File: config.mk
export PLATFORM = sky130hd
export DESIGN_NAME = hazard_stall_unit
export DESIGN_NICKNAME = d
export VERILOG_FILES = /design/src/rtl/hazard_stall_unit.sv
export SDC_FILE = /design/constraint.sdc
export NUM_CORES = 1
export LEC_CHECK = 0
export CAP_MARGIN = 20
export CORE_UTILIZATION = 42
export DETAILED_ROUTE_END_ITERATION = 8
export PLACE_DENSITY = 0.76
export SKIP_LAST_GASP = 1
export SYNTH_ARGS = -nofsm -noshare
export SYNTH_HDL_FRONTEND = slang
export SYNTH_SLANG_ARGS = --single-unit
File: constraint.sdc
create_clock -name clk -period 2.1 [get_ports clk]
set_input_delay 0.21 -clock clk [delete_from_list [all_inputs] [get_ports clk]]
set_output_delay 0.21 -clock clk [all_outputs]
set_load 0.1 [all_outputs]
File: src/rtl/hazard_stall_unit.sv
// Hazard / stall control for the ID stage.
// Detects RAW hazards against EXE and MEM, produces the PC/IF-ID freeze plus
// the ID/EXE bubble, and holds the whole pipeline while an SRAM access in MEM
// is outstanding (with a bounded wait and a sticky timeout flag).
//
// SRAM wait FSM
//   state  | meaning
//   S_IDLE | no access outstanding; a new request that is not ready freezes now
//   S_WAIT | access outstanding; freeze until mem_ready or the wait times out
module hazard_stall_unit #(
  parameter int REG_ADDRESS_LEN = 4,
  parameter int SRAM_TIMEOUT    = 15,
  parameter int CNT_WIDTH       = 16
) (
  input  logic                       clk,
  input  logic                       rst,
  input  logic                       en_forwarding,
  input  logic                       ignore_hazard,
  input  logic                       ID_valid,
  input  logic [REG_ADDRESS_LEN-1:0] ID_src1,
  input  logic [REG_ADDRESS_LEN-1:0] ID_src2,
  input  logic                       ID_two_src,
  input  logic                       EXE_wb_en,
  input  logic [REG_ADDRESS_LEN-1:0] EXE_dst,
  input  logic                       EXE_mem_read,
  input  logic                       MEM_wb_en,
  input  logic [REG_ADDRESS_LEN-1:0] MEM_dst,
  input  logic                       mem_req,
  input  logic                       mem_ready,
  output logic                       hazard_detected,
  output logic                       pipe_freeze,
  output logic                       mem_error,
  output logic [CNT_WIDTH-1:0]       load_stall_cnt,
  output logic [CNT_WIDTH-1:0]       mem_stall_cnt
);

  localparam int WAIT_W = (SRAM_TIMEOUT < 1) ? 1 : $clog2(SRAM_TIMEOUT + 1);
  localparam logic [WAIT_W-1:0] TIMEOUT_VAL = WAIT_W'(SRAM_TIMEOUT);

  typedef enum logic {
    S_IDLE = 1'b0,
    S_WAIT = 1'b1
  } state_t;

  state_t              r_state;
  state_t              w_state_nxt;
  logic [WAIT_W-1:0]   r_wait_cnt;
  logic [WAIT_W-1:0]   w_wait_cnt_nxt;
  logic                w_err_set;
  logic                r_mem_error;
  logic [CNT_WIDTH-1:0] r_load_cnt;
  logic [CNT_WIDTH-1:0] r_mem_cnt;

  logic w_m_exe;
  logic w_m_mem;
  logic w_load_use;
  logic w_raw_sel;
  logic w_suppress;
  logic w_raw;
  logic w_freeze_core;
  logic w_freeze;
  logic w_hazard;

  // Source-operand match terms against the EXE and MEM destinations.
  always_comb begin
    w_m_exe    = EXE_wb_en && ((EXE_dst == ID_src1) || (ID_two_src && (EXE_dst == ID_src2)));
    w_m_mem    = MEM_wb_en && ((MEM_dst == ID_src1) || (ID_two_src && (MEM_dst == ID_src2)));
    w_load_use = w_m_exe && EXE_mem_read;
    // With forwarding on only the load-use case can stall; otherwise any match stalls.
    w_raw_sel  = en_forwarding ? w_load_use : (w_m_exe || w_m_mem);
    // ignore_hazard may only hide matches the bypass network covers, never a load-use.
    w_suppress = en_forwarding && ignore_hazard && !w_load_use;
    w_raw      = ID_valid && w_raw_sel && !w_suppress;
  end

  // SRAM wait FSM: next state, wait counter and timeout detection.
  always_comb begin
    w_state_nxt    = r_state;
    w_wait_cnt_nxt = r_wait_cnt;
    w_err_set      = 1'b0;
    w_freeze_core  = 1'b0;
    case (r_state)
      S_IDLE: begin
        if (mem_req && !mem_ready) begin
          w_state_nxt    = S_WAIT;
          w_wait_cnt_nxt = WAIT_W'(1);
          w_freeze_core  = 1'b1;
        end
      end
      S_WAIT: begin
        if (mem_ready) begin
          w_state_nxt    = S_IDLE;
          w_wait_cnt_nxt = '0;
        end else if (r_wait_cnt == TIMEOUT_VAL) begin
          w_state_nxt    = S_IDLE;
          w_wait_cnt_nxt = '0;
          w_err_set      = 1'b1;
        end else begin
          w_wait_cnt_nxt = r_wait_cnt + WAIT_W'(1);
          w_freeze_core  = 1'b1;
        end
      end
      default: begin
        w_state_nxt    = S_IDLE;
        w_wait_cnt_nxt = '0;
      end
    endcase
  end

  // Outputs are gated by reset so they drop at once, even in the middle of a wait.
  always_comb begin
    w_freeze = rst && w_freeze_core;
    w_hazard = rst && w_raw && !w_freeze_core;
  end

  // FSM state, wait counter and sticky timeout flag.
  always_ff @(posedge clk or negedge rst) begin
    if (!rst) begin
      r_state     <= S_IDLE;
      r_wait_cnt  <= '0;
      r_mem_error <= 1'b0;
    end else begin
      r_state    <= w_state_nxt;
      r_wait_cnt <= w_wait_cnt_nxt;
      if (w_err_set) begin
        r_mem_error <= 1'b1;
      end
    end
  end

  // Saturating stall performance counters.
  always_ff @(posedge clk or negedge rst) begin
    if (!rst) begin
      r_load_cnt <= '0;
      r_mem_cnt  <= '0;
    end else begin
      if (w_hazard && (r_load_cnt != '1)) begin
        r_load_cnt <= r_load_cnt + CNT_WIDTH'(1);
      end
      if (w_freeze && (r_mem_cnt != '1)) begin
        r_mem_cnt <= r_mem_cnt + CNT_WIDTH'(1);
      end
    end
  end

  assign hazard_detected = w_hazard;
  assign pipe_freeze     = w_freeze;
  assign mem_error       = r_mem_error;
  assign load_stall_cnt  = r_load_cnt;
  assign mem_stall_cnt   = r_mem_cnt;

endmodule

==> qor.txt, run 1 <==
Residual antenna-violating net count after detailed routing - 0
Power per unit of standard cell area - 786 nW/um^2
Vias in the first global route - 1759
DRC violation count after routing - 2
Placed wire-length estimate - 3.70 mm
Crit path kind - flip-flop to primary output
Cell total after placement - 325
Final global-route overflow total - 0
Worst max-slew margin expressed relative to the limit - 70.5%
DIE WIDTH - 71.3 um
Hold Crit Class - flip-flop to flip-flop
Initial Util - 45.1%
Port buffer count - 60
Portion of total power attributed to sequential cells - 37.6%
Kind of start point of the critical path - flip-flop
Result of the run - finished with violations
Final hold viol count - 0
Tcrit/Tclk final - 99.8%
Average cell area after synthesis - 10.3 um^2
Root Buffer - clkbuf_8
Internal power contribution - 0.00145 W
Clock power frac - 26.8%
Total length of routed wires - 5.11 mm
Clock-pin slew on the worst setup and hold paths - 0.07 ns
Data arrival time of the critical path - 1.89 ns
TritonCTS clock tree - built
Number of max-cap violations - 0
Number of sinks handled by clock tree synthesis - 38
Synthesis warning total - 0
Die extent in y - 71.3 um
RSZ-0062 raised after global routing - yes
Worst-path cell chain - ha_2 -> and3_4 -> a211oi_1 -> buf_4 -> nor3_4 -> buf_12
Synthesized netlist cell count - 195
Final-layout fill cell count - 338
Area delta synth->final - 52.4%
Post-synthesis cell type count - 33
Leakage power summed over all cells - 1.46 nW
Violated checks - DRC
Drt initial violations - 103
Die ar. - 5080 um^2
Share of total power in combinational logic - 35.7%
Endpoints failing setup - 0
Standard-cell row count - 24
Maximum fanout along the worst path - 5
Sequential fraction of the synthesis area - 47.2%
Initial antenna violation count - 0
Post-synthesis instance area - 2020 um^2
Total Nets Final - 314
Crit path required time - 1.89 ns
Transition time at the pin with the least slew margin - 0.440 ns
Total inserted antenna cells - 0
Register bit count reported by yosys - 38
Number of optimization iterations in the first detailed-route pass - 6
Highest achievable clock rate - 0.477 GHz
Delay contributed by the slowest stage of the critical path - 0.44 ns
Reported net switching power - 0.000966 W
Global-route usage over all layers - 20.3%
Gp weighted congestion - 0.838
Post-route core utilization - 68.7%
Largest clock skew in the final design - 0.00747 ns
Fin cells - 337
Crit-path slowest cell - dfrtp_2
Endpoint kind of the worst setup timing path - primary output
Power after layout - 0.00241 W
Area of the multi-input gates - 1160 um^2
Sequential cell area - 972 um^2
Largest net degree at the start of global routing - 15
Clock latency reported for the late side of the worst-skew pair - 0.29 ns
I/O pin count - 62
Via Count - 1773
Pins Over Slew Limit - 0
Average routed wire per standard cell - 15.2 um
Number of H-tree branching levels - 2
Synthesized net count - 225
Sw Share - 40.0%
Maximum vdd ir drop - 976 uV
Number of buffers on the longest clock path - 2
Global-route wire length before repair - 8.05 mm
Ratio of cells with drive above 1 in the final layout - 35.4%
Fin crit period - 2.10 ns
Drt via density - 5.26
Number of CTS-inserted buffers - 5
Floorplan Core Area - 4470 um^2
metal layers:
metal / global-route usage [%] / vias up / share of wire [%]
li1: - / 861 / -
met2: 34.4 / 54 / 50
met5: 0 / - / 0
met4: 5.78 / 0 / 0.43
met3: 3.80 / 4 / 5.5
met1: 26.7 / 854 / 44
state kept, by name (all words and copies together) (netlist names):
register	count
load_stall_cnt	16
mem_error	1
r_wait_cnt	4
r_state	1
mem_stall_cnt	16
worst max-delay path: cells and delay by family (launching register included):
kind	cells	cell delay (ns)
buffers and inverters	2	0.38
flip-flops	1	0.44
AND/OR/NAND/NOR	2	0.23
AO/OA/AOI/OAI	1	0.35
adder cells (fa/ha/maj)	1	0.20
final cells by class:
cell class / count / area share [%]
sequential: 38 / 31.6
clock buffer: 7 / 2.81
inverter: 10 / 1.22
multi-input combinational: 145 / 37.9
timing repair buffer: 84 / 23.3
clock inverter: 1 / 0.978
tap: 52 / 2.12
metrics by stage:
| step | setup slack, ns | TNS (ns) | hold slack, ns | cell area (um^2) |
|---|---|---|---|---|
| floorplan | -0.928 | -12.29 | -0.0856 | 2090 |
| global placement | -0.241 | -3.28 | 0.261 | 2830 |
| detailed placement | -0.273 | -3.66 | 0.256 | 2830 |
| CTS | 0.00431 | 0 | 0.465 | 3010 |
| global route | -0.0585 | -0.251 | 0.491 | 3070 |
| finish | 0.00486 | 0 | 0.459 | 3070 |
cell usage after synthesis:
| library cell | count | area share (%) |
|---|---|---|
| dfrtp_1 | 38 | 47 |
| xor2_1 | 30 | 13 |
| nand2_1 | 16 | 3.0 |
| xnor2_1 | 14 | 6.1 |
| nor2_1 | 13 | 2.4 |
| inv_1 | 10 | 1.9 |
| nand4_1 | 10 | 3.1 |
| nor3_1 | 10 | 2.5 |
| nand3_1 | 9 | 2.2 |
| nor4_1 | 6 | 1.9 |
| a22o_1 | 3 | 1.3 |
| ha_1 | 3 | 1.9 |
| nor3b_1 | 3 | 1.1 |
| a21oi_1 | 2 | 0.50 |
| and3_1 | 2 | 0.62 |
| and4_1 | 2 | 0.87 |
| buf_2 | 2 | 0.50 |
| mux2_2 | 2 | 1.1 |
| nor2b_1 | 2 | 0.62 |
| nor4b_1 | 2 | 0.87 |
| o211ai_1 | 2 | 0.74 |
| o21ai_0 | 2 | 0.50 |
| o22ai_1 | 2 | 0.62 |
| a2111oi_4 | 1 | 1.4 |
| a211oi_1 | 1 | 0.37 |
| a21boi_2 | 1 | 0.56 |
| a21o_1 | 1 | 0.37 |
| a222oi_1 | 1 | 0.50 |
| and3_4 | 1 | 0.56 |
| mux2i_1 | 1 | 0.50 |
| nand3b_1 | 1 | 0.37 |
| nor2_2 | 1 | 0.31 |
| nor4_2 | 1 | 0.62 |
power groups by stage:
stage	clock [W]	combinational, W	sequential [W]
after floorplan	0	0.000161	0.00134
after global placement	0	0.000818	0.000922
after detailed placement	0	0.000824	0.000922
after CTS	0.000653	0.000837	0.000911
after global routing	0.000694	0.000893	0.000917
final	0.000646	0.000861	0.000907
cells by family after synthesis:
| group | after synthesis | share of synthesized area (%) |
|---|---|---|
| AOI/OAI and AO/OA | 16 | 6.83 |
| xor gates and xnor gates | 44 | 19.1 |
| adders and majority gates | 3 | 1.86 |
| buffers and inverters | 12 | 2.36 |
| DFF | 38 | 47.2 |
| muxes | 3 | 1.61 |
| and+or+nand+nor | 79 | 21.0 |
what timing repair did:
action	in CTS	in global routing
hold endpoints to repair	38	0
hold buffers	1	0
pin swaps	5	4
endpoints found under the setup margin	1	19
buffers inserted	1	2
cloned	0	0
resized for setup	11	9
layout by cell type (no fill, tap or decap), types with 3 or more instances in the layout:
cell	Yosys	final
nor3_2	0	3
dlygate4sd2_1	0	4
a22o_1	3	3
inv_1	10	10
dfrtp_1	38	25
nor3_1	10	6
xor2_1	30	30
nor4_4	0	4
nor4_2	1	3
nand4_1	10	10
nand2_1	16	16
nand3_1	9	9
clkbuf_8	0	6
buf_4	0	55
clkdlybuf4s50_1	0	19
dfrtp_2	0	11
nor2_1	13	13
xnor2_1	14	14
worst paths after layout:
path                                    from                 to  slack [ns]  cells past startpoint
setup / recovery               r_wait_cnt[0]    hazard_detected       0.005                      6
setup reg to reg           load_stall_cnt[1]  load_stall_cnt[9]        0.04                      8
hold / removal                     mem_error          mem_error        0.46                      1
min in group asynchronous                rst  load_stall_cnt[9]        0.48                      3
max in group asynchronous                rst  load_stall_cnt[1]        1.40                      3
hold reg to reg                    mem_error          mem_error        0.46                      1
Power figures use the tool's default switching activity.
==> run 2, diff against run 1 <==
--- a/config.mk
+++ b/config.mk
@@ -6,9 +6,10 @@
 export NUM_CORES = 1
 export LEC_CHECK = 0
 export CAP_MARGIN = 20
-export CORE_UTILIZATION = 42
+export CORE_UTILIZATION = 56
 export DETAILED_ROUTE_END_ITERATION = 8
-export PLACE_DENSITY = 0.76
+export DONT_BUFFER_PORTS = 1
+export PLACE_DENSITY = 0.74
 export SKIP_LAST_GASP = 1
 export SYNTH_ARGS = -nofsm -noshare
 export SYNTH_HDL_FRONTEND = slang
==> run 2 against run 1 <==
  * Clock skew up 0.0048 ns
  * The flow now finishes without violations
  * Wire length down 11%
  * Clock-buffer cell count unchanged
  * Highest routed layer unchanged
  * Largest cell class unchanged
==> qor.txt, run 2 (synthesized netlist as in run 1, its figures left out) <==
Launch point of the worst path - r_wait_cnt[1]
Standard-cell row count - 21
Crit-path slowest cell - dfrtp_1
Maximum fanout along the worst path - 5
Fin crit period - 2.03 ns
Number of max-cap violations - 0
Endpoints failing setup - 0
Final-layout fill cell count - 224
Drt initial violations - 64
Fin cells - 296
Number of logic stages on the critical path including buffering - 8
Register-to-Register Setup Slack - 0.07 ns
Pins Over Slew Limit - 0
TritonCTS clock tree - built
Clock-pin slew on the worst setup and hold paths - 0.12 ns
Highest achievable clock rate - 0.494 GHz
Power per unit of standard cell area - 820 nW/um^2
Initial Util - 59.5%
Crit path required time - 2.31 ns
Via Count - 1654
Post-route core utilization - 78.4%
Average routed wire per standard cell - 15.4 um
Die ar. - 3840 um^2
Data arrival time of the critical path - 2.24 ns
Worst-case hold slack - 0.0567 ns
CP Capture Point - mem_stall_cnt[13]
Die extent in y - 62.0 um
Endpoint kind of the worst setup timing path - flip-flop
Initial antenna violation count - 0
Most common cell after layout, fill and taps aside - buf_4
Number of CTS-inserted buffers - 5
Number of H-tree branching levels - 2
Finished layout cell area - 2660 um^2
Post-Place Cell Area - 2470 um^2
Final global-route overflow total - 0
Crit path buf inv count - 1
Floorplan Core Area - 3390 um^2
Residual antenna-violating net count after detailed routing - 0
Total Nets Final - 279
DIE WIDTH - 62.0 um
Number of buffers on the longest clock path - 2
Hold Crit Class - input port to flip-flop
Global-route wire length before repair - 7.11 mm
Transition time at the pin with the least slew margin - 0.893 ns
Number of cell instances on the worst register-to-register path - 8
Kind of start point of the critical path - flip-flop
Worst max-slew margin expressed relative to the limit - 40.5%
Worst flop-to-flop path endpoint - mem_stall_cnt[13]
Clock latency reported for the late side of the worst-skew pair - 0.34 ns
Global-route usage over all layers - 26.0%
Reg-to-reg critical path startpoint - r_wait_cnt[1]
Number of sinks handled by clock tree synthesis - 38
Gp weighted congestion - 0.792
Delay contributed by the slowest stage of the critical path - 0.40 ns
Result of the run - completed
Crit path kind - flip-flop to flip-flop
Total length of routed wires - 4.56 mm
Placed wire-length estimate - 3.37 mm
Largest net degree at the start of global routing - 39
Root Buffer - clkbuf_4
Gate family responsible for the most delay along the worst path - simple AND/OR/NAND/NOR gates
Leakage power summed over all cells - 1.27 nW
Vias in the first global route - 1645
Total inserted antenna cells - 0
Most frequent cells in the layout - buf_4, xor2_1, dfrtp_1
Drt via density - 5.59
Final hold viol count - 0
Largest clock skew in the final design - 0.0123 ns
Tcrit/Tclk final - 96.5%
Port buffer count - 0
Ratio of cells with drive above 1 in the final layout - 33.6%
Startpoint of the tightest hold check path - mem_ready
Area delta synth->final - 31.8%
Maximum vdd ir drop - 742 uV
Worst-path cell chain - ha_2 -> and3_4 -> a2111oi_4 -> buf_4 -> a21boi_4 -> and3_4 -> nand4_1 -> xnor2_1
I/O pin count - 62
DRC violation count after routing - 0
Most used cell along the critical path - and3_4
Number of optimization iterations in the first detailed-route pass - 4
Cell total after placement - 281
RSZ-0062 raised after global routing - yes
Sum of negative setup slack - 0 ns
## run 2: timing repair
| action | 4_1_cts | 5_1_grt |
|---|---|---|
| setup buffers | 4 | 0 |
| pin swaps | 3 | 4 |
| resized for setup | 1 | 6 |
| setup endpoints to repair | 4 | 17 |
| cloned | 0 | 0 |
| hold buffers | 3 | 0 |
| endpoints found under the hold margin | 39 | 0 |
## run 2: cell type report
type | instances | area (um^2) | share of cell area, %
tap | 46 | 57.6 | 2.17
clock inverter | 1 | 30.0 | 1.13
timing repair buffer | 49 | 402 | 15.1
clock buffer | 7 | 45.0 | 1.70
sequential | 38 | 971 | 36.6
multi-input combinational | 145 | 1110 | 41.9
inverter | 10 | 37.5 | 1.41
## run 2: how the worst min path moves through the flow
stage,end,slack (ns),cells after the start
CTS,r_state,0.07,2
floorplan,load_stall_cnt[10],-0.09,0
global route,r_state,0.04,2
global placement,mem_stall_cnt[4],-0.08,0
finish,r_state,0.06,2
detailed placement,mem_stall_cnt[3],-0.08,0
## run 2: worst reg2reg max path, stage by stage (launching register included)
cell and delay, ns:
dfrtp_1 0.40, ha_2 0.19, and3_4 0.17, a2111oi_4 0.27, buf_4 0.18, a21boi_4 0.17
and3_4 0.23, nand4_1 0.13, xnor2_1 0.16
## run 2: where the power goes
part | total [W] | internal (W) | switching (W) | leakage, nW
clock network | 0.000483 | 0.000253 | 0.000230 | 0.0395
registers | 0.000864 | 0.000808 | 0.0000552 | 0.486
logic | 0.000832 | 0.000203 | 0.000629 | 0.746
## run 2: through the flow
step	power, W	setup WS, ns
2_1_floorplan	0.00150	-0.928
3_3_place_gp	0.00163	-0.0354
3_5_place_dp	0.00166	0.00665
4_1_cts	0.00218	0.0155
5_1_grt	0.00228	-0.0614
6_report	0.00218	0.0737
## run 2: layer usage
layer	routed length (um)	GRT usage (%)	share of wire (%)
met1	1730	29.9	38
met4	64	9.52	1.4
met2	2480	45.7	54
met5	0	0	0
met3	287	7.45	6.3
==> run 3, diff against run 2 <==
--- a/config.mk
+++ b/config.mk
@@ -7,8 +7,10 @@
 export LEC_CHECK = 0
 export CAP_MARGIN = 20
 export CORE_UTILIZATION = 56
+export CTS_CLUSTER_DIAMETER = 30
 export DETAILED_ROUTE_END_ITERATION = 8
 export DONT_BUFFER_PORTS = 1
+export HOLD_SLACK_MARGIN = 0.08
 export PLACE_DENSITY = 0.74
 export SKIP_LAST_GASP = 1
 export SYNTH_ARGS = -nofsm -noshare
==> run 3 against run 2 <==
  * Worst hold slack improved by 0.082 ns
  * Register-to-register slack about the same
  * Maximum frequency fell by 0.30%
  * Sequential cell count unchanged
  * Via count shrank 0.36%
  * Sequential power about the same
  * Total power is 0.24% higher
==> qor.txt, run 3 (synthesized netlist as in run 1, its figures left out) <==
Final-layout fill cell count - 222
Ratio of cells with drive above 1 in the final layout - 33.5%
RSZ-0062 raised after global routing - yes
Largest net degree at the start of global routing - 39
Via Count - 1648
Number of optimization iterations in the first detailed-route pass - 4
Hold Crit Class - input port to flip-flop
Number of cell instances on the worst register-to-register path - 8
Number of instances on the worst hold path - 2
Floorplan Core Area - 3390 um^2
DIE WIDTH - 62.0 um
Number of buffers on the longest clock path - 2
Global-route wire length before repair - 7.21 mm
Clock latency reported for the late side of the worst-skew pair - 0.34 ns
Delay contributed by the slowest stage of the critical path - 0.40 ns
Initial Util - 59.5%
Number of H-tree branching levels - 2
Clock-pin slew on the worst setup and hold paths - 0.11 ns
Worst max-slew margin expressed relative to the limit - 40.4%
Worst-case hold slack - 0.139 ns
Highest achievable clock rate - 0.492 GHz
Maximum fanout along the worst path - 5
Final global-route overflow total - 0
TritonCTS clock tree - built
I/O pin count - 62
Kind of start point of the critical path - flip-flop
Sequential cell area - 971 um^2
Placed wire-length estimate - 3.37 mm
Worst-path cell chain - ha_2 -> and3_4 -> a2111oi_4 -> buf_4 -> a21boi_4 -> and3_4 -> nand4_1 -> xnor2_1
Average routed wire per standard cell - 15.6 um
Finished layout cell area - 2670 um^2
Endpoints failing setup - 0
Total inserted antenna cells - 0
Fin crit period - 2.03 ns
Residual antenna-violating net count after detailed routing - 0
Drt initial violations - 71
Port buffer count - 0
Number of max-cap violations - 0
Standard-cell row count - 21
Endpoint kind of the worst setup timing path - flip-flop
Area of the multi-input gates - 1110 um^2
Gp weighted congestion - 0.792
Most used cell along the critical path - and3_4
Global-route usage over all layers - 26.4%
Largest clock skew in the final design - 0.00918 ns
Die ar. - 3840 um^2
Number of sinks handled by clock tree synthesis - 38
Tcrit/Tclk final - 96.8%
Die extent in y - 62.0 um
Post-Place Cell Area - 2470 um^2
Transition time at the pin with the least slew margin - 0.894 ns
Drt via density - 5.55
Result of the run - completed
Total length of routed wires - 4.62 mm
Crit path required time - 2.31 ns
Crit path kind - flip-flop to flip-flop
Crit-path slowest cell - dfrtp_1
Area delta synth->final - 32.3%
Pins Over Slew Limit - 0
Most frequent cells in the layout - buf_4, xor2_1, dfrtp_1
Vias in the first global route - 1664
Most common cell after layout, fill and taps aside - buf_4
Root Buffer - clkbuf_4
Total Nets Final - 280
Data arrival time of the critical path - 2.25 ns
Maximum vdd ir drop - 741 uV
Final hold viol count - 0
Leakage power summed over all cells - 1.28 nW
Number of CTS-inserted buffers - 5
DRC violation count after routing - 0
Power per unit of standard cell area - 819 nW/um^2
Initial antenna violation count - 0
Post-route core utilization - 78.7%
run 3: changes by cell type in the layout (fill, tap and decap cells not counted):
cell	delta
dlygate4sd3_1	+1
run 3: final timing paths:
| path | start | endpoint | slack [ns] |
|---|---|---|---|
| hold reg to reg | load_stall_cnt[6] | load_stall_cnt[6] | 0.50 |
| hold / removal | mem_ready | mem_error | 0.14 |
| setup reg to reg | r_wait_cnt[1] | mem_stall_cnt[13] | 0.07 |
| setup / recovery | r_wait_cnt[1] | mem_stall_cnt[13] | 0.07 |
| max in group asynchronous | rst | load_stall_cnt[1] | 1.55 |
| min in group asynchronous | rst | load_stall_cnt[2] | 0.35 |
run 3: metal layers:
metal / track usage [%] / part of all wire, % / routed length [um] / vias up
met5: 0 / 0 / 0 / -
met4: 10.8 / 1.2 / 57 / 0
met3: 7.87 / 6.1 / 283 / 8
met2: 46.0 / 55 / 2530 / 51
met1: 30.0 / 38 / 1750 / 796
li1: - / - / - / 793
run 3: critical path, delay by kind of cell (launching register included):
| kind | cells | cell delay [ns] |
|---|---|---|
| AND/OR/NAND/NOR | 3 | 0.53 |
| AO/OA/AOI/OAI | 2 | 0.44 |
| flip-flops | 1 | 0.40 |
| adder cells (fa/ha/maj) | 1 | 0.19 |
| buffers and inverters | 1 | 0.19 |
| XOR/XNOR | 1 | 0.16 |
run 3: area by class of cell:
cell class	instances	share of cell area, %
Multi-Input combinational cell	145	41.8
Sequential cell	38	36.4
Timing Repair Buffer	50	15.4
Tap cell	46	2.16
Clock buffer	7	1.69
Inverter	10	1.41
Clock inverter	1	1.13
run 3: report_power, final:
group	switching [W]	internal (W)	leakage (nW)
clock network	0.000229	0.000253	0.0395
registers	0.0000550	0.000808	0.486
logic	0.000632	0.000207	0.751
run 3: what timing repair did:
item                                    in CTS  in global routing
pin swaps                                    3                  4
gates resized for setup                      1                  6
endpoints found under the setup margin       4                 17
setup buffers                                4                  0
endpoints found under the hold margin       40                  0
hold buffers                                 4                  0
run 3: stage by stage:
step | setup TNS, ns | cells | worst slack [ns] | power, W
6_report | 0 | 297 | 0.0677 | 0.00218
5_1_grt | -0.108 | 297 | -0.0615 | 0.00229
4_1_cts | 0 | 297 | 0.0155 | 0.00219
3_5_place_dp | 0 | 281 | 0.00665 | 0.00166
3_3_place_gp | -0.121 | 280 | -0.0354 | 0.00163
2_1_floorplan | -12.29 | 195 | -0.928 | 0.00150
==> RTL edit 1: new RTL, config.mk and constraints of run 3 <==
The parameter `SRAM_TIMEOUT` goes from 15 to 14.
--- a/src/rtl/hazard_stall_unit.sv
+++ b/src/rtl/hazard_stall_unit.sv
@@ -10,5 +10,5 @@
 module hazard_stall_unit #(
   parameter int REG_ADDRESS_LEN = 4,
-  parameter int SRAM_TIMEOUT    = 15,
+  parameter int SRAM_TIMEOUT    = 14,
   parameter int CNT_WIDTH       = 16
 ) (
Check against the original RTL: no difference found for any inputs over 10 cycles, from zero or initial values and one cycle with rst low; that may be too few to reach the edited logic, so the function may still have changed.
==> RTL edit 1 against run 3 <==
  * The flow now finishes with violations (negative setup slack)
  * Non-clock buffer count fell by 2
  * Setup slack got worse by 0.072 ns
  * Area after synthesis rose by 4.0%
  * Routed wire length rose by 6.8%
  * Total power rose by 9.8%
  * Sequential cell count did not move
  * Hold slack improved by 0.060 ns
  * Final area rose by 4.2%
  * Critical path depth rose by 2
  * Count of clock-buffer cells in the layout fell by 1
  * Critical path type unchanged
==> RTL edit 1: results (changes against run 3) <==
=================================================================================
Outcome                                                              finished, violations left   was finished clean
Violated checks                                                      negative setup slack
Distinct cell type count of the synthesized netlist                            42   was 33
Share of the yosys chip area belonging to registers                        45.37%   was 47.18%
Data arrival, critical path                                               2.28 ns   was 2.25 ns
Routed metal-1 wire length                                                2105 µm   was 1751 µm
Layout cells sized above 1                                                 40.87%   was 33.47%
Crit path largest cell delay                                              0.37 ns   was 0.40 ns
Setup violators final                                                           1   was 0
VDD IR-drop max                                                          1.109 mV   was 0.7414 mV
Setup slack after placement                                           0.002299 ns   was 0.006651 ns
Total number of nets in the final design                                      283   was 280
Antenna diode count                                                             0   unchanged
FF-to-FF path depth                                                            10   was 8
Worst-case hold slack                                                   0.1985 ns   was 0.1387 ns
Headroom to the max-slew limit                                             40.21%   was 40.39%
Placed wire-length estimate                                               3496 µm   was 3368 µm
Setup ws final                                                       -0.004447 ns   was 0.06766 ns
Critical Path Fanout Max                                                        4   was 5
Startpoint of the worst-slack reg-to-reg timing path                 r_wait_cnt[0]   was r_wait_cnt[1]
Avg Vias per Cell                                                           5.745   was 5.549
Cell area after placement                                                2555 µm²   was 2472 µm²
Average wire per cell in the routed design                               16.57 µm   was 15.56 µm
Clock slew seen by the registers of the worst setup and hold paths        0.07 ns   was 0.11 ns
Aggregate global-route resource usage                                      26.65%   was 26.37%
Initial drt markers                                                           143   was 71
Leading post-synthesis cells by instance count                       38 x sky130_fd_sc_hd__dfrtp_1, 28 x sky130_fd_sc_hd__xnor2_1, 20 x sky130_fd_sc_hd__nand3_1   was 38 x sky130_fd_sc_hd__dfrtp_1, 30 x sky130_fd_sc_hd__xor2_1, 16 x sky130_fd_sc_hd__nand2_1
Switching power summed over all nets                                     975.4 µW   was 915.8 µW
IO buf count                                                                    0   unchanged
Clock latency on the worst-skew pair                                      0.29 ns   was 0.34 ns
Root Driver                                                          sky130_fd_sc_hd__clkbuf_8   was sky130_fd_sc_hd__clkbuf_4
End of the worst register-to-register path                           mem_stall_cnt[13]   unchanged
Routed wl met2                                                            2565 µm   was 2530 µm
RD Place Congestion                                                        0.8000   was 0.7917
Number of iterations in the first detailed-routing pass                         6   was 4
Static leakage                                                           1.164 nW   was 1.276 nW
Worst Skew                                                            0.007223 ns   was 0.009180 ns
Number of global-route vias before repair                                    1829   was 1664
Cell types with the largest area share after synthesis               sky130_fd_sc_hd__dfrtp_1 45%, sky130_fd_sc_hd__xnor2_1 12%, sky130_fd_sc_hd__xor2_1 5.0%   was sky130_fd_sc_hd__dfrtp_1 47%, sky130_fd_sc_hd__xor2_1 13%, sky130_fd_sc_hd__xnor2_1 6.1%
Mapped Nets                                                                   229   was 225
Post-Route Setup TNS                                                 -0.004447 ns   was 0 ns
Met3 wirelength from detailed routing                                      200 µm   was 283 µm
=================================================================================
-- RTL edit 1: cell types whose count changed in the layout (fill, tap and decap cells not counted), moves of 6 or more --
cell	delta
sky130_fd_sc_hd__dfrtp_4	+6
sky130_fd_sc_hd__clkbuf_8	+6
sky130_fd_sc_hd__xor2_1	-18
sky130_fd_sc_hd__dfrtp_1	-13
sky130_fd_sc_hd__nand3_1	+9
sky130_fd_sc_hd__xnor2_1	+14
sky130_fd_sc_hd__dfrtp_2	+7
sky130_fd_sc_hd__nor2_1	-6
-- RTL edit 1: per-stage QoR --
step / util (%) / std cells
floorplan: - / 198
global placement: 73.67 / 285
detailed placement: 73.67 / 285
CTS: 78.57 / 295
global route: 80.12 / 298
finish: 80.12 / 298
-- RTL edit 1: cell families after synthesis --
logic type,share of synthesized area [%]
xor gates and xnor gates,16.72
buffers and inverters,2.209
muxes,2.268
and+or+nand+nor,24.96
DFF,45.37
AOI/OAI and AO/OA,6.090
adders and majority gates,2.388
-- RTL edit 1: final cells by class --
type / instances / area, µm²
clock inverter: 1 / 30.03
fill: 226 / 689.4
clock buffer: 6 / 82.58
timing repair buffer: 48 / 394.1
sequential: 38 / 1002
inverter: 7 / 33.78
tap: 46 / 57.56
multi-input combinational: 152 / 1179
-- RTL edit 1: repair_timing --
action                                  CTS  global route
hold endpoints to repair                 40             0
pin swaps                                 0             3
setup buffers                             0             3
resized for setup                         2             7
endpoints found under the setup margin    2            11
hold buffers                              3             0
-- RTL edit 1: how the worst max path moves through the flow --
stage / start / to / slack, ns / depth (start not counted)
final: r_wait_cnt[0] / mem_stall_cnt[13] / -0.004 / 10
after global placement: r_wait_cnt[0] / mem_stall_cnt[13] / 0.06 / 10
after floorplan: r_wait_cnt[1] / mem_stall_cnt[13] / -0.07 / 9
after global routing: r_wait_cnt[0] / mem_stall_cnt[13] / -0.14 / 10
after CTS: r_wait_cnt[0] / hazard_detected / 0.002 / 8
after detailed placement: r_wait_cnt[1] / mem_stall_cnt[13] / 0.002 / 9
-- RTL edit 1: metal layers --
| layer | track usage, % | vias up |
|---|---|---|
| met5 | 0 | - |
| met4 | 9.091 | 0 |
| met3 | 7.246 | 5 |
| met2 | 45.43 | 44 |
| met1 | 32.35 | 842 |
| li1 | - | 821 |
-- RTL edit 1: power groups by stage --
stage               combinational [mW]  clock [mW]  sequential [mW]
CTS                              0.875       0.643            0.877
floorplan                        0.191           0             1.38
detailed placement               0.841           0            0.891
global placement                 0.827           0            0.885
finish                           0.882       0.636            0.881
global route                     0.928       0.665            0.890
==> RTL edit 2: new RTL, config.mk and constraints of run 3 <==
Made on the original files. Make the reset (`rst`) synchronous in 2 clocked blocks.
--- a/src/rtl/hazard_stall_unit.sv
+++ b/src/rtl/hazard_stall_unit.sv
@@ -115,5 +115,5 @@
 
   // FSM state, wait counter and sticky timeout flag.
-  always_ff @(posedge clk or negedge rst) begin
+  always_ff @(posedge clk) begin
     if (!rst) begin
       r_state     <= S_IDLE;
@@ -130,5 +130,5 @@
 
   // Saturating stall performance counters.
-  always_ff @(posedge clk or negedge rst) begin
+  always_ff @(posedge clk) begin
     if (!rst) begin
       r_load_cnt <= '0;
Formal check against the unedited RTL: differs if rst is asserted again (counterexample within 4 cycles, from zero or initial values and one cycle with rst low); with rst held inactive, the same outputs for 10 cycles.
==> RTL edit 2 against run 3 <==
  * Via count increased by 24%
  * Setup slack got worse by 0.016 ns
  * Area after synthesis grew 2.7%
  * Routed wire length grew 7.1%
  * Final area down 1.0%
  * Synthesized cell count increased by 29%
  * Sequential cell count unchanged
  * Highest routed layer unchanged
  * Count of clock-buffer cells in the layout is the same
Power is not compared: it rests on default switching activity, and its combinational part moved more than twofold at a synthesized area within 25%.
==> RTL edit 2: results (changes against run 3) <==
=====================================================================
Total number of nets in the final design                          332   was 280
Data arrival, critical path                                   1.84 ns   was 2.25 ns
Most used flip-flop cell after synthesis                 sky130_fd_sc_hd__dfxtp_1   was sky130_fd_sc_hd__dfrtp_1
Outcome                                                  finished clean   unchanged
RD Place Congestion                                            0.8360   was 0.7917
Pin count of the biggest net entering global routing               28   was 39
Headroom to the max-slew limit                                 61.10%   was 40.39%
Root Driver                                              sky130_fd_sc_hd__clkbuf_8   was sky130_fd_sc_hd__clkbuf_4
Leading post-synthesis cells by instance count           38 x sky130_fd_sc_hd__dfxtp_1, 21 x sky130_fd_sc_hd__nor2_1, 18 x sky130_fd_sc_hd__nand3_1   was 38 x sky130_fd_sc_hd__dfrtp_1, 30 x sky130_fd_sc_hd__xor2_1, 16 x sky130_fd_sc_hd__nand2_1
Met1 usage                                                     29.73%   was 30.04%
Clock latency on the worst-skew pair                          0.29 ns   was 0.34 ns
Final Routed Wirelength                                       4951 µm   was 4622 µm
Avg Vias per Cell                                               5.885   was 5.549
FFs w/ async S/R, synth                                            0%   was 100.0%
Cell total after placement                                        336   was 281
Placed wire-length estimate                                   3515 µm   was 3368 µm
Fill cell instance count of the final layout                      268   was 222
Startpoint of the worst setup timing path                r_wait_cnt[0]   was r_wait_cnt[1]
Routed wl met2                                                2467 µm   was 2530 µm
Average cell area after synthesis                           8.212 µm²   was 10.34 µm²
Share of the yosys chip area belonging to registers            36.76%   was 47.18%
Std-Cell Core Area                                           3442 µm²   was 3390 µm²
Worst Skew                                                0.007151 ns   was 0.009180 ns
Initial drt markers                                               106   was 71
Routed metal-1 wire length                                    2100 µm   was 1751 µm
Aggregate global-route resource usage                          25.95%   was 26.37%
Worst-case hold slack                                      0.08092 ns   was 0.1387 ns
Setup slack after placement                                0.02851 ns   was 0.006651 ns
Layout cells sized above 1                                     30.79%   was 33.47%
WHS Endpoint                                             load_stall_cnt[2]   was mem_error
Worst hold path startpoint                                        rst   was mem_ready
Global-route wire length before repair                        8073 µm   was 7210 µm
Average wire per cell in the routed design                   14.23 µm   was 15.56 µm
Number of global-route vias before repair                        1887   was 1664
Mapped Nets                                                       282   was 225
Critical Path Fanout Max                                            5   unchanged
Met3 demand-to-capacity share in global routing                9.489%   was 7.867%
Met2 Use GR                                                    44.57%   was 46.05%
Cell types with the largest area share after synthesis   sky130_fd_sc_hd__dfxtp_1 37%, sky130_fd_sc_hd__xor2_1 5.9%, sky130_fd_sc_hd__nand3_1 4.4%   was sky130_fd_sc_hd__dfrtp_1 47%, sky130_fd_sc_hd__xor2_1 13%, sky130_fd_sc_hd__xnor2_1 6.1%
Met3 wirelength from detailed routing                          317 µm   was 283 µm
Distinct cell type count of the synthesized netlist                41   was 33
Cell area after placement                                    2507 µm²   was 2472 µm²
=====================================================================
RTL edit 2: worst max path at each step:
stage / end / slack (ns)
floorplan: mem_stall_cnt[9] / -0.03
global placement: load_stall_cnt[13] / 0.06
detailed placement: mem_stall_cnt[9] / 0.03
CTS: hazard_detected / 0.0006
global route: mem_stall_cnt[2] / -0.01
finish: hazard_detected / 0.05
RTL edit 2: final cells by class:
type                       count  area, µm²  share of cell area (%)
multi-input combinational    196       1247                   47.27
inverter                      11      41.29                   1.565
tap                           46      57.56                   2.181
sequential                    38      813.3                   30.82
timing repair buffer          50      402.9                   15.27
clock buffer                   7      76.32                   2.892
RTL edit 2: critical path, stage by stage (launching register included):
cell and delay (ns):
sky130_fd_sc_hd__dfxtp_2 0.32, sky130_fd_sc_hd__ha_2 0.18, sky130_fd_sc_hd__and3_4 0.18, sky130_fd_sc_hd__a211o_1 0.32, sky130_fd_sc_hd__o2111a_2 0.17, sky130_fd_sc_hd__and2_2 0.20
sky130_fd_sc_hd__buf_12 0.17
RTL edit 2: repair_timing:
item / 4_1_cts / 5_1_grt
gates resized for setup: 1 / 4
hold endpoints to repair: 9 / 0
setup endpoints to repair: 3 / 13
buffers inserted: 1 / 3
hold buffers: 1 / 0
pin swaps: 2 / 2
RTL edit 2: kinds of logic (layout without fill, tap and decap cells):
group | after synthesis | in the layout | synth area share, %
AND/OR/NAND/NOR | 117 | 117 | 30.17
flip-flops | 38 | 38 | 36.76
buffers and inverters | 18 | 68 | 3.990
AO/OA/AOI/OAI | 48 | 48 | 15.18
multiplexers | 4 | 4 | 1.935
adder cells (fa/ha/maj) | 3 | 3 | 1.814
XOR/XNOR | 24 | 24 | 10.16
